[src/rtl/chaos_diffuser_pkg.sv]
// Shared types and constants for the chaotic key diffuser: key width, default IV,
// mode encodings and the reduction of an extractor sample to a key byte.
package chaos_diffuser_pkg;

    localparam int unsigned EX_W_DEF = 23;
    localparam int unsigned KEY_W    = 8;
    localparam logic [KEY_W-1:0] IV_DEF = 8'hA5;

    typedef enum logic {
        MODE_ENC = 1'b0,
        MODE_DEC = 1'b1
    } mode_e;

    // One extraction worth of key bytes; k0 is pushed first
    typedef struct packed {
        logic [KEY_W-1:0] k2;
        logic [KEY_W-1:0] k1;
        logic [KEY_W-1:0] k0;
    } key_triple_t;

    function automatic logic [KEY_W-1:0] sample_to_key(input logic [EX_W_DEF-1:0] s);
        return s[KEY_W-1:0];
    endfunction

endpackage

[src/rtl/chaos_key_fifo.sv]
// Key byte FIFO: three bytes pushed per extraction, one popped per pixel.
// A push that does not fit is rejected whole and reported on o_reject_c.
module chaos_key_fifo
    import chaos_diffuser_pkg::*;
#(
    parameter int unsigned DEPTH = 8,
    localparam int unsigned CW   = $clog2(DEPTH) + 1
) (
    input  logic              clk,
    input  logic              reset_n,
    input  logic              i_push,
    input  key_triple_t       i_triple,
    input  logic              i_pop,
    output logic [KEY_W-1:0]  o_head_c,
    output logic [CW-1:0]     o_count,
    output logic [CW-1:0]     o_free_c,
    output logic              o_reject_c
);

    localparam int unsigned AW = $clog2(DEPTH);

    logic [KEY_W-1:0] r_mem [DEPTH];
    logic [AW-1:0]    r_wr;
    logic [AW-1:0]    r_rd;
    logic [CW-1:0]    r_count;
    logic             w_push_ok;
    logic             w_pop_ok;

    // Room is judged on the pre-pop count
    assign o_free_c   = CW'(DEPTH) - r_count;
    assign w_push_ok  = i_push && (o_free_c >= CW'(3));
    assign o_reject_c = i_push && !w_push_ok;
    assign w_pop_ok   = i_pop && (r_count != '0);
    assign o_head_c   = r_mem[r_rd];
    assign o_count    = r_count;

    always_ff @(posedge clk) begin
        if (w_push_ok) begin
            r_mem[r_wr]          <= i_triple.k0;
            r_mem[r_wr + AW'(1)] <= i_triple.k1;
            r_mem[r_wr + AW'(2)] <= i_triple.k2;
        end
    end

    always_ff @(posedge clk or negedge reset_n) begin
        if (!reset_n) begin
            r_wr    <= '0;
            r_rd    <= '0;
            r_count <= '0;
        end else begin
            if (w_push_ok) r_wr <= r_wr + AW'(3);
            if (w_pop_ok)  r_rd <= r_rd + AW'(1);
            r_count <= r_count + (w_push_ok ? CW'(3) : CW'(0)) - (w_pop_ok ? CW'(1) : CW'(0));
        end
    end

endmodule

[src/rtl/chaos_diffuser.sv]
// Chained XOR diffusion of a pixel byte stream keyed by chaotic extractor samples;
// requests a new sample triple whenever the key FIFO can hold one.
module chaos_diffuser
    import chaos_diffuser_pkg::*;
#(
    parameter int unsigned      KEY_DEPTH = 8,
    parameter logic [KEY_W-1:0] IV        = IV_DEF,
    parameter int unsigned      EX_W      = EX_W_DEF
) (
    input  logic             clk,
    input  logic             reset_n,
    input  logic             i_enable,
    output logic             o_key_req,
    input  logic             i_valid_extract,
    input  logic [EX_W-1:0]  i_ex1,
    input  logic [EX_W-1:0]  i_ex2,
    input  logic [EX_W-1:0]  i_ex3,
    input  logic             i_mode,
    input  logic             i_pix_valid,
    output logic             o_pix_ready,
    input  logic [7:0]       i_pix_data,
    input  logic             i_pix_last,
    output logic             o_out_valid,
    input  logic             i_out_ready,
    output logic [7:0]       o_out_data,
    output logic             o_out_last,
    output logic             o_err_overflow
);

    localparam int unsigned CW = $clog2(KEY_DEPTH) + 1;

    key_triple_t      w_triple;
    logic [KEY_W-1:0] w_head;
    logic [CW-1:0]    w_count;
    logic [CW-1:0]    w_free;
    logic             w_reject;
    logic             w_push;
    logic             w_req;
    logic             w_accept;
    mode_e            w_mode;
    logic [7:0]       w_out_byte;
    logic [7:0]       w_next_chain;

    logic             r_key_req;
    logic             r_outstanding;
    logic             r_err;
    logic             r_out_valid;
    logic [7:0]       r_out_data;
    logic             r_out_last;
    logic [7:0]       r_chain;
    logic             r_frame_start;
    mode_e            r_mode;

    assign w_triple = '{k2: sample_to_key(EX_W_DEF'(i_ex3)),
                        k1: sample_to_key(EX_W_DEF'(i_ex2)),
                        k0: sample_to_key(EX_W_DEF'(i_ex1))};

    // Unsolicited triples never reach the FIFO
    assign w_push = i_valid_extract && r_outstanding;
    assign w_req  = i_enable && !r_outstanding && (w_free >= CW'(3));

    chaos_key_fifo #(.DEPTH(KEY_DEPTH)) u_key_fifo (
        .clk        (clk),
        .reset_n    (reset_n),
        .i_push     (w_push),
        .i_triple   (w_triple),
        .i_pop      (w_accept),
        .o_head_c   (w_head),
        .o_count    (w_count),
        .o_free_c   (w_free),
        .o_reject_c (w_reject)
    );

    assign o_pix_ready = (w_count != '0) && (!r_out_valid || i_out_ready);
    assign w_accept    = i_pix_valid && o_pix_ready;
    assign w_mode      = r_frame_start ? mode_e'(i_mode) : r_mode;
    assign w_out_byte  = i_pix_data ^ w_head ^ r_chain;

    // Encrypt chains on the produced ciphertext, decrypt on the consumed one
    always_comb begin
        w_next_chain = r_chain;
        if (i_pix_last)
            w_next_chain = IV;
        else if (w_mode == MODE_DEC)
            w_next_chain = i_pix_data;
        else
            w_next_chain = w_out_byte;
    end

    always_ff @(posedge clk or negedge reset_n) begin
        if (!reset_n) begin
            r_key_req     <= 1'b0;
            r_outstanding <= 1'b0;
            r_err         <= 1'b0;
        end else begin
            r_key_req <= w_req;
            if (w_req)
                r_outstanding <= 1'b1;
            else if (i_valid_extract)
                r_outstanding <= 1'b0;
            if ((i_valid_extract && !r_outstanding) || w_reject)
                r_err <= 1'b1;
        end
    end

    always_ff @(posedge clk or negedge reset_n) begin
        if (!reset_n) begin
            r_out_valid   <= 1'b0;
            r_out_data    <= '0;
            r_out_last    <= 1'b0;
            r_chain       <= IV;
            r_frame_start <= 1'b1;
            r_mode        <= MODE_ENC;
        end else if (w_accept) begin
            r_out_valid   <= 1'b1;
            r_out_data    <= w_out_byte;
            r_out_last    <= i_pix_last;
            r_chain       <= w_next_chain;
            r_frame_start <= i_pix_last;
            r_mode        <= w_mode;
        end else if (i_out_ready) begin
            r_out_valid   <= 1'b0;
        end
    end

    assign o_key_req      = r_key_req;
    assign o_err_overflow = r_err;
    assign o_out_valid    = r_out_valid;
    assign o_out_data     = r_out_data;
    assign o_out_last     = r_out_last;

endmodule

[config.mk]
export PLATFORM = sky130hd
export DESIGN_NAME = chaos_diffuser
export DESIGN_NICKNAME = d
export VERILOG_FILES = /design/src/rtl/chaos_diffuser_pkg.sv /design/src/rtl/chaos_key_fifo.sv /design/src/rtl/chaos_diffuser.sv
export SDC_FILE = /design/constraint.sdc
export NUM_CORES = 1
export LEC_CHECK = 0
export ABC_AREA = 0
export CORE_MARGIN = 10
export CORE_UTILIZATION = 55
export CTS_CLUSTER_SIZE = 25
export DETAILED_ROUTE_END_ITERATION = 16
export GPL_ROUTABILITY_DRIVEN = 0
export PLACE_DENSITY = 0.81
export REMOVE_ABC_BUFFERS = 1
export SYNTH_ARGS = -nofsm -noshare
export SYNTH_HDL_FRONTEND = slang
export SYNTH_SLANG_ARGS = --single-unit
[constraint.sdc]
create_clock -name clk -period 6 [get_ports clk]
set_input_delay 0.9 -clock clk [delete_from_list [all_inputs] [get_ports clk]]
set_output_delay 0.9 -clock clk [all_outputs]
set_load 0.05 [all_outputs]
# Word-level counts from Yosys, hierarchy flattened
# Memories as Yosys holds them, arrays and structs flattened.
# Index checks and enable logic that the tools add are counted.
[word_totals]
output_inout_bits = 13
input_bits = 85
word_cells = 51
ram_bits = 64
memories = 1
latchBits = 0
rom_bits = 0
reg_bits = 33
[op_classes]
addsub = 7
n_lt_le_gt_ge = 1
n_div = 0
n_eq_ne = 0
mul = 0
reduce_logical = 17
n_bitwise = 2
n_mux = 11
shifts = 0
[mem_list]
columns = ["memory", "depth", "width", "read_ports", "rd_ports_with_merged_regs", "wr", "line", "rtl"]
rows = [
  ["u_key_fifo.r_mem", 8, 8, 1, 0, 3, "chaos_key_fifo.sv:22", "logic [KEY_W-1:0] r_mem [DEPTH];"],
]
[op_table]
columns = ["cell", "n"]
rows = [
  ["$mux W8", 2],
  ["$xor A8 B8 Y8", 2],
  ["$logic_and A1 B1 Y1", 9],
  ["$mux W1", 8],
  ["$add A3 B1 Y3 const B", 2],
  ["$add A3 B2 Y3 const B", 2],
  ["$add A4 B4 Y4", 1],
  ["$ge A4 B2 Y1 const B", 1],
  ["$reduce_bool A2 Y1", 2],
  ["$reduce_bool A4 Y1", 1],
  ["$sub A4 B4 Y4", 1],
  ["$sub A4 B4 Y4 const A", 1],
  ["$logic_not A1 Y1", 3],
  ["$logic_or A1 B1 Y1", 2],
  ["$mux W2", 1],
]

# Depth between registers and ports, before layout
# Gate-level depths: netlist of run 1.
[logic_depth]
word_depth = 7
depth_mapped = 11
ltp_nobuf = 11

# Cells and area by module
# From an unflattened synthesis of run 1, not the netlist that was laid out.
[hier_totals]
cells_unflattened = 637
hier_area_um2 = 6447.4
[by_module_without_submodules]
columns = ["module", "seq_area_each_um2", "instances", "area_per_inst_um2", "cells_per_inst"]
rows = [
  ["chaos_key_fifo", 2172.1, 1, 5288.8, 526],
  ["chaos_diffuser", 581.8, 1, 1158.6, 111],
]

# Worst setup path after synthesis of run 1
# Ideal clock, no wire load.
[synth_timing]
path_kind = "reg2reg"
from = "register u_key_fifo.r_wr[0]"
to = "memory u_key_fifo.r_mem[3][0] (enable)"
stages_incl_launch_ff = 11
path_slack_ns = 3.080
n_path_buf = 5
arrival_ns = 2.550
setup_ns = 0.370
t_required_ns = 5.630
period_less_slack_ns = 2.920
cell_sequence = "dfrtp_1 -> buf_2 -> clkinv_1 -> clkbuf_1 -> buf_2 -> ha_1 -> clkbuf_1 -> clkbuf_1 -> nand2_1 -> o22a_1 -> nor2_1"
[synth_rtl]
columns = ["item", "line", "rtl"]
rows = [
  ["from (decl)", "chaos_key_fifo.sv:23", "logic [AW-1:0] r_wr;"],
  ["from (signal assigned)", "chaos_key_fifo.sv:51", "if (w_push_ok) r_wr <= r_wr + AW'(3);"],
  ["to (decl)", "chaos_key_fifo.sv:22", ""],
]

==> results by group, run 1 <==
Run status
  – Status: finished clean

STA
  – Fin Setup TNS: 0 ns
  – Crit share post-route: 0.6473
  – Slew HR: 0.1565
  – Max Clock Skew: 0.008186 ns
  – # setup viols final: 0
  – Final Hold Viols: 0
  – Worst-Margin Slew: 1.265 ns
  – Fmax: 257.5 MHz
  – Slew Viols, Final: 0
  – Setup slack after layout: 2.116 ns
  – Tmin final: 3.884 ns
  – Unrepaired setup endpoints after global routing: no

Synthesis
  – Netlist cell types: 49
  – Synth warn: 0
  – Post-synth EDFFs: 64
  – Main area contributors after synthesis: edfxtp_1 (29%), dfrtp_1 (11%), o31ai_1 (7.3%)
  – Top cell type's share of synthesized area: 0.2926
  – Post-Syn Area: 0.006569 mm^2
  – Synth async-reset ratio: 0.3402
  – Synthesized area per cell: 9.760 um^2
  – Mapped Cells: 673
  – Register bit total from synthesis: 97
  – Largest area contributor in the netlist: edfxtp_1
  – Main synth FF type: edfxtp_1
  – Sequential cell area fraction in the yosys report: 0.4192

Placement
  – Dpl hpwl: 11.42 mm
  – IO buf count: 52
  – Place WS: 1.836 ns
  – Placed Area: 0.006890 mm^2

Detailed routing
  – Total vias in the final route: 5875
  – Vias per cell: 7.353
  – Routed Antenna Nets: 0
  – TritonRoute pass-1 iters: 6
  – DRT Wirelength: 18.58 mm
  – DR WL/cell: 23.25 um
  – Routed wl met2: 8.468 mm
  – Metal3 WL: 2.678 mm
  – # DRC: 0
  – Iteration-0 DRC Markers: 1026
  – Metal1 wirelength: 6.789 mm
  – Max Used Layer: met4

Clocking
  – H-tree depth: 3
  – TritonCTS buffer count: 9
  – TritonCTS clock tree: done
  – Hold buffer count at cts: 0
  – Post-CTS repair timing setup buffer count: 0
  – Clock slew seen by the registers of the worst setup and hold paths: 0.07 ns
  – Post_cts resized: 0
  – Clock buffer depth: 2
  – Clk_lat worst skew: 0.35 ns
  – Clock root cell: clkbuf_16
  – Sink Count: 97

Worst setup path
  – WP buf/inv: 2
  – CP peak stage delay: 0.96 ns
  – WS Path Type: primary input to register
  – Critical Path Sink Type: register
  – CP delay by family, top: buffers and inverters
  – Reg2reg end: u_key_fifo.r_mem[5][4]
  – R2R cell count: 5
  – Req. time, crit path: 5.92 ns
  – CP max FO: 132
  – Setup slack, reg-to-reg: 2.29 ns
  – Worst reg2reg startpoint: u_key_fifo.o_count[0]
  – Worst path arrival time: 3.80 ns
  – Crit-path slowest cell: buf_4
  – Critical Path Start Type: primary input
  – Crit path cell chain: clkdlybuf4s50_1, nand4b_4, buf_4, or3_1, nand3_1

Floorplan
  – Ports: 98
  – Die Y: 129.3 um
  – Core box area: 0.01156 mm^2
  – Initial Util: 0.5680
  – Die Area: 0.01671 mm^2
  – Die width: 129.3 um
  – Site Rows: 39

Global route
  – Number of global-route vias before repair: 5561
  – GRT Total Usage: 0.2179
  – Gr ovfl total: 0
  – Initial antenna violation count: 0
  – Pin count of the biggest net entering global routing: 133
  – First-pass GRT wire length: 28.97 mm

Power
  – PD cells: 534.0 mW/mm^2
  – Sw frac: 0.5051
  – Logic pwr share: 0.563
  – P_leak: 2.347 nW
  – Reg power frac: 0.290
  – NetSw: 1.935 mW
  – Worst VDD drop: 0.5118 mV
  – Internal: 1.897 mW
  – Clock share of power: 0.147

Layout
  – Antenna cell count: 0
  – FF+latch area: 0.002755 mm^2
  – Multi-input logic area: 0.003278 mm^2
  – Commonest non-fill, non-tap cell in the layout: nor4_1
  – Layout cells sized above 1: 0.08384
  – Most frequent cells in the layout: nor4_1 (68), a31oi_1 (65), o31ai_1 (64), edfxtp_1 (64), clkdlybuf4s50_1 (52)
  – Layout Utilization: 0.6206
  – FILL cells: 931
  – Nets: 746
  – Syn-to-layout area delta: 9.257%
  – Final Cell Area: 0.007177 mm^2

Min path
  – Hold Path Cell Cnt: 1
  – Hold path start: o_err_overflow
  – WHS Endpoint: o_err_overflow
  – Hold Crit Class: register to register

Job
  – Maxcap violations: 0
synthesized netlist by cell type, types with 3 or more instances:
master / count
nor4_1: 68
a31oi_1: 65
edfxtp_1: 64
o31ai_1: 64
nand3_1: 40
clkbuf_1: 37
buf_2: 34
mux2i_1: 33
nand2_1: 32
nand4_1: 30
dfrtp_1: 28
xnor2_1: 21
and3_1: 15
nor2_1: 14
inv_1: 12
o21ai_0: 10
ha_1: 9
buf_1: 8
mux4_2: 8
buf_4: 7
clkbuf_2: 7
o211ai_1: 6
or3_1: 6
dfstp_2: 5
nand2b_1: 5
a211oi_1: 4
a21oi_1: 4
buf_6: 4
or4b_2: 4
a21o_1: 3
inv_2: 3
nor3b_1: 3
xor2_1: 3
per-stage QoR:
step / power (mW) / std cells / hold slack (ns)
3_5_place_dp: 3.212 / 783 / 0.4510
4_1_cts: 3.766 / 799 / 0.4649
3_3_place_gp: 3.119 / 783 / 0.4399
2_1_floorplan: 2.496 / 575 / 0.4465
5_1_grt: 4.013 / 799 / 0.5017
6_report: 3.832 / 799 / 0.4578
layout make-up:
type / count / share of cell area
Clock inverter: 7 / 0.008543
Sequential cell: 97 / 0.3839
Inverter: 16 / 0.008368
Timing Repair Buffer: 65 / 0.08612
Multi-Input combinational cell: 462 / 0.4568
Tap cell: 143 / 0.02493
Clock buffer: 9 / 0.03138
routing by layer:
metal | vias up | GRT usage
li1 | 2608 | -
met1 | 2678 | 0.2774
met2 | 501 | 0.3442
met3 | 88 | 0.04812
met4 | 0 | 0.1084
met5 | - | 0
power by group through the flow:
stage | sequential (mW) | combinational, mW | clock (mW)
after floorplan | 1.29 | 1.20 | 0
after global placement | 1.11 | 2.01 | 0
after detailed placement | 1.12 | 2.09 | 0
after CTS | 1.11 | 2.09 | 0.563
after global routing | 1.13 | 2.29 | 0.594
final | 1.11 | 2.16 | 0.565
how the worst max path moves through the flow:
stage / startpoint / end / slack (ns) / cells after the start
after floorplan: u_key_fifo.r_wr[0] / u_key_fifo.r_mem[0][0] / 0.77 / 4
after global placement: i_valid_extract / u_key_fifo.r_mem[5][6] / 1.95 / 5
after detailed placement: i_valid_extract / u_key_fifo.r_mem[5][6] / 1.84 / 5
after CTS: i_valid_extract / u_key_fifo.r_mem[5][7] / 2.19 / 5
after global routing: i_valid_extract / u_key_fifo.r_mem[4][7] / 2.00 / 6
final: i_valid_extract / u_key_fifo.r_mem[5][4] / 2.12 / 5
registers in the layout, indices dropped and copies added (netlist names):
signal	count
r_mode	1
o_key_req	1
o_out_valid	1
r_outstanding	1
r_chain	8
o_out_data	8
r_frame_start	1
o_out_last	1
u_key_fifo.o_count	4
u_key_fifo.r_mem	64
u_key_fifo.r_rd	3
o_err_overflow	1
u_key_fifo.r_wr	3
cell families after synthesis:
logic type / share of synthesized area
flip-flops: 0.4192
AO/OA/AOI/OAI: 0.1665
XOR/XNOR: 0.03200
multiplexers: 0.07771
buffers and inverters: 0.08323
AND/OR/NAND/NOR: 0.2011
adder cells (fa/ha/maj): 0.02019
Note: power is estimated with default switching activity, not from simulation.
==> run 2: changes to the inputs <==
Settings changed: CORE_UTILIZATION 55 to 50, PLACE_DENSITY 0.81 to 0.78.
Clock period 6 ns to 3.3 ns, I/O delays scaled along.
==> run 2 against run 1 <==
Compared with the run above:
- final area is 3.0% higher
- sequential power is 85% higher
- clock power is 100% higher
- die area is 8.4% higher
- setup slack worse by 1.8 ns
- register-to-register slack worse by 2.0 ns
- clock skew fell by 0.0015 ns
- critical path depth rose by 1
- final cell count grew 6.1%
- sequential share of layout area fell by 1.1 points
- first-iteration DRC count down 26%
==> results by group, run 2 (same netlist as run 1, synthesis figures left out) <==
Placement
  – Placed cell count: 832
  – Placed Area: 0.007077 mm^2
  – Dpl hpwl: 12.66 mm
  – IO buf count: 52

Worst setup path
  – Req. time, crit path: 3.28 ns
  – Critical Path Sink Type: register
  – Critical Path Start Type: register
  – Reg2reg end: u_key_fifo.r_mem[3][6]
  – WS Path Type: register to register
  – Crit-path slowest cell: nor2_1
  – Crit path cell chain: clkinv_1, ha_1, nor2b_1, nor2_1, o22a_1, nor2_1
  – Worst path arrival time: 2.95 ns
  – CP max FO: 25
  – Setup slack, reg-to-reg: 0.33 ns
  – Worst reg2reg startpoint: u_key_fifo.r_wr[0]
  – CP peak stage delay: 0.74 ns
  – Cell mode on critical path: nor2_1
  – R2R cell count: 6

Min path
  – Hold path start: o_err_overflow
  – Hold Path Cell Cnt: 1
  – WHS Endpoint: o_err_overflow
  – Hold Crit Class: register to register

Layout
  – Max FFs per register: 64
  – Antenna cell count: 0
  – Post-Layout Cell Count: 848
  – Largest Register: u_key_fifo.r_mem
  – Layout cells sized above 1: 0.1109
  – Most frequent cells in the layout: nor4_1 (68), a31oi_1 (65), o31ai_1 (64), edfxtp_1 (64), clkdlybuf4s50_1 (52)
  – Syn-to-layout area delta: 12.51%
  – Commonest non-fill, non-tap cell in the layout: nor4_1
  – Final Cell Area: 0.007391 mm^2
  – Nets: 766

Global route
  – GRT Total Usage: 0.2173
  – First-pass GRT wire length: 31.56 mm
  – Number of global-route vias before repair: 5752
  – Gr ovfl total: 0
  – Initial antenna violation count: 0
  – Pin count of the biggest net entering global routing: 87

STA
  – Slew HR: 0.2194
  – Fin Setup TNS: 0 ns
  – Fmax: 336.5 MHz
  – Max Clock Skew: 0.006691 ns
  – Slew Viols, Final: 0
  – Crit share post-route: 0.9005
  – Tmin final: 2.972 ns
  – # setup viols final: 0
  – Worst-Margin Slew: 1.167 ns
  – Final Hold Viols: 0
  – Unrepaired setup endpoints after global routing: no

Clocking
  – Sink Count: 97
  – TritonCTS buffer count: 9
  – Clock buffer depth: 2
  – Hold buffer count at cts: 0
  – Clock slew seen by the registers of the worst setup and hold paths: 0.07 ns
  – H-tree depth: 3
  – Clock root cell: clkbuf_16
  – Post_cts resized: 0
  – Clk_lat worst skew: 0.36 ns
  – TritonCTS clock tree: done
  – Post-CTS repair timing setup buffer count: 0

Floorplan
  – Die Y: 134.6 um
  – Die Area: 0.01812 mm^2
  – Site Rows: 41
  – Ports: 98
  – Initial Util: 0.5163
  – Core box area: 0.01272 mm^2
  – Die width: 134.6 um

Job
  – Maxcap violations: 0

Power
  – P_leak: 2.452 nW
  – Worst VDD drop: 0.9039 mV
  – PD cells: 981.4 mW/mm^2

Run status
  – Status: finished clean

Detailed routing
  – # DRC: 0
  – Total vias in the final route: 6007
  – Vias per cell: 7.084
  – Iteration-0 DRC Markers: 762
  – TritonRoute pass-1 iters: 7
  – DRT Wirelength: 20.02 mm
  – Routed Antenna Nets: 0
  – DR WL/cell: 23.61 um
-- run 2: worst max-delay path by stage --
| stage | from | to | slack (ns) | depth (start not counted) |
|---|---|---|---|---|
| detailed placement | i_valid_extract | u_key_fifo.r_mem[5][4] | 0.42 | 6 |
| CTS | u_key_fifo.r_wr[0] | u_key_fifo.r_mem[3][6] | 0.40 | 6 |
| global route | u_key_fifo.r_wr[0] | u_key_fifo.r_mem[3][6] | 0.15 | 6 |
| global placement | u_key_fifo.r_wr[0] | u_key_fifo.r_mem[3][4] | 0.48 | 6 |
| finish | u_key_fifo.r_wr[0] | u_key_fifo.r_mem[3][6] | 0.33 | 6 |
| floorplan | u_key_fifo.r_wr[0] | u_key_fifo.r_mem[0][0] | -1.93 | 4 |
-- run 2: power breakdown --
part	leakage, nW	switching (mW)	internal [mW]	total (mW)
clock	0.156	0.489	0.638	1.13
combinational	1.32	2.77	1.30	4.08
sequential	0.972	0.302	1.75	2.05
-- run 2: per-stage QoR --
stage | util | total power [mW] | setup WS, ns | hold WS (ns)
3_5_place_dp | 0.5563 | 5.997 | 0.4156 | 0.4509
6_report | 0.5809 | 7.253 | 0.3282 | 0.4629
4_1_cts | 0.5809 | 7.134 | 0.4021 | 0.4636
3_3_place_gp | 0.5563 | 5.842 | 0.4810 | 0.4383
2_1_floorplan | - | 4.538 | -1.931 | 0.1994
5_1_grt | 0.5809 | 7.595 | 0.1460 | 0.4737
-- run 2: layout make-up --
type / count / area (um^2)
clock buffers: 11 / 254.0
clock inverters: 5 / 60.06
fillers: 1123 / 5331
inverters: 16 / 60.06
multi-input cells: 462 / 3278
flip-flops and latches: 97 / 2755
well taps: 172 / 215.2
repair buffers: 85 / 768.2
-- run 2: critical path: cells and delay by family (launching register included) --
family,cells,cell delay [ns]
AND/OR/NAND/NOR,3,1.03
flip-flops,1,0.66
adder cells (fa/ha/maj),1,0.53
AO/OA/AOI/OAI,1,0.20
buffers and inverters,1,0.17
-- run 2: layer usage --
metal / GRT usage / vias to the layer above / part of all wire
li1: - / 2638 / -
met1: 0.2769 / 2764 / 0.39
met2: 0.3315 / 503 / 0.44
met3: 0.04822 / 102 / 0.13
met4: 0.1270 / 0 / 0.049
met5: 0 / - / 0
==> run 3: changes to the inputs <==
Settings changed: CORE_ASPECT_RATIO from default to 1.1.
==> run 3 against run 2 <==
Compared with the run above:
- total power down 1.2%
- setup slack worse by 0.063 ns
- critical path type unchanged
- critical path depth down 1
- combinational power about the same
- via count down 0.12%
==> results by group, run 3 (same netlist as run 1, synthesis figures left out) <==
Floorplan
  – Initial Util: 0.5152
  – Ports: 98
  – Site Rows: 43
  – Die width: 129.3 um
  – Die Y: 140.2 um
  – Die Area: 0.01813 mm^2
  – Core box area: 0.01275 mm^2

Layout
  – Post-Layout Cell Count: 834
  – Largest Register: u_key_fifo.r_mem
  – Layout Utilization: 0.5786
  – Syn-to-layout area delta: 12.30%
  – Most frequent cells in the layout: nor4_1 (68), a31oi_1 (65), o31ai_1 (64), edfxtp_1 (64), clkdlybuf4s50_1 (52)
  – Layout cells sized above 1: 0.1108
  – Commonest non-fill, non-tap cell in the layout: nor4_1
  – Antenna cell count: 0
  – Nets: 767
  – Max FFs per register: 64

Global route
  – GRT Total Usage: 0.2097
  – Initial antenna violation count: 1
  – Number of global-route vias before repair: 5556
  – First-pass GRT wire length: 30.70 mm
  – Gr ovfl total: 0
  – Pin count of the biggest net entering global routing: 77

Detailed routing
  – DR WL/cell: 22.75 um
  – TritonRoute pass-1 iters: 7
  – DRT Wirelength: 18.98 mm
  – Routed Antenna Nets: 0
  – # DRC: 0
  – Iteration-0 DRC Markers: 1497
  – Vias per cell: 7.194
  – Total vias in the final route: 6000

STA
  – Slew HR: 0.1785
  – Slew Viols, Final: 0
  – Tmin final: 3.035 ns
  – Fmax: 329.5 MHz
  – Crit share post-route: 0.9196
  – Final Hold Viols: 0
  – Fin Setup TNS: 0 ns
  – Max Clock Skew: 0.01150 ns
  – Worst-Margin Slew: 1.227 ns
  – Smallest hold slack: 0.4634 ns
  – # setup viols final: 0
  – Unrepaired setup endpoints after global routing: no

Worst setup path
  – Critical Path Sink Type: register
  – Worst reg2reg startpoint: u_key_fifo.r_wr[0]
  – Worst path arrival time: 2.98 ns
  – R2R cell count: 5
  – WS Path Type: register to register
  – Reg2reg end: u_key_fifo.r_mem[0][2]
  – Critical Path Start Type: register
  – CP max FO: 68
  – Critical path endpoint: u_key_fifo.r_mem[0][2]
  – Worst Setup SP: u_key_fifo.r_wr[0]
  – Setup slack, reg-to-reg: 0.27 ns
  – Req. time, crit path: 3.24 ns

Job
  – Maxcap violations: 0

Clocking
  – Clock slew seen by the registers of the worst setup and hold paths: 0.07 ns
  – Post_cts resized: 0
  – Clock root cell: clkbuf_16
  – TritonCTS buffer count: 9
  – H-tree depth: 3
  – Clk_lat worst skew: 0.34 ns
  – TritonCTS clock tree: done
  – Hold buffer count at cts: 0
  – Post-CTS repair timing setup buffer count: 0
  – Sink Count: 97
  – Clock buffer depth: 2

Placement
  – IO buf count: 52
  – Dpl hpwl: 12.90 mm
  – Placed cell count: 818

Power
  – P_leak: 2.453 nW
  – Worst VDD drop: 1.227 mV
  – PD cells: 971.7 mW/mm^2

Run status
  – Status: finished clean

Min path
  – Hold Crit Class: register to register
run 3: changes by cell type in the layout (fill, tap and decap cells not counted):
cell	change
clkinv_2	+2
clkbuf_1	+1
bufinv_16	+1
inv_6	+1
clkbuf_16	-1
inv_4	-2
buf_4	+1
clkinv_4	-2
run 3: final cells by class:
| type | count | area, um^2 |
|---|---|---|
| fill | 1027 | 5374 |
| multi-input combinational | 462 | 3278 |
| sequential | 97 | 2755 |
| timing repair buffer | 86 | 775.7 |
| clock buffer | 11 | 232.7 |
| tap | 157 | 196.4 |
| clock inverter | 5 | 78.83 |
| inverter | 16 | 60.06 |
run 3: metrics by stage:
| step | power, mW | setup slack (ns) | instance area, um^2 |
|---|---|---|---|
| CTS | 7.072 | 0.3901 | 7377 |
| global route | 7.567 | 0.1961 | 7377 |
| floorplan | 4.538 | -1.931 | 6082 |
| global placement | 5.818 | 0.4261 | 7066 |
| detailed placement | 5.979 | 0.2798 | 7066 |
| finish | 7.168 | 0.2654 | 7377 |
run 3: worst min path at each step:
stage | from | end | slack [ns] | depth (start not counted)
2_1_floorplan | reset_n | o_err_overflow | 0.20 | 0
3_3_place_gp | o_err_overflow | o_err_overflow | 0.44 | 1
3_5_place_dp | o_err_overflow | o_err_overflow | 0.45 | 1
4_1_cts | o_err_overflow | o_err_overflow | 0.47 | 1
5_1_grt | o_err_overflow | o_err_overflow | 0.50 | 1
6_report | o_err_overflow | o_err_overflow | 0.46 | 1
run 3: worst max-delay path, cell delays in order (launching register included):
cell	delay, ns
dfrtp_2	0.54
clkinv_1	0.11
buf_4	0.57
nand2_1	0.42
or3_1	0.43
o211ai_1	0.57
run 3: power by group:
group          internal (mW)  total (mW)  switching [mW]
Sequential              1.75        1.99           0.238
Clock                  0.665        1.09           0.425
Combinational           1.31        4.09            2.79
Total                   3.72        7.17            3.45
run 3: per-layer routing:
layer	wire, um	global-route usage
met1	7389	0.2857
met2	8311	0.3083
met3	2675	0.06002
met4	586	0.07669
met5	13	0
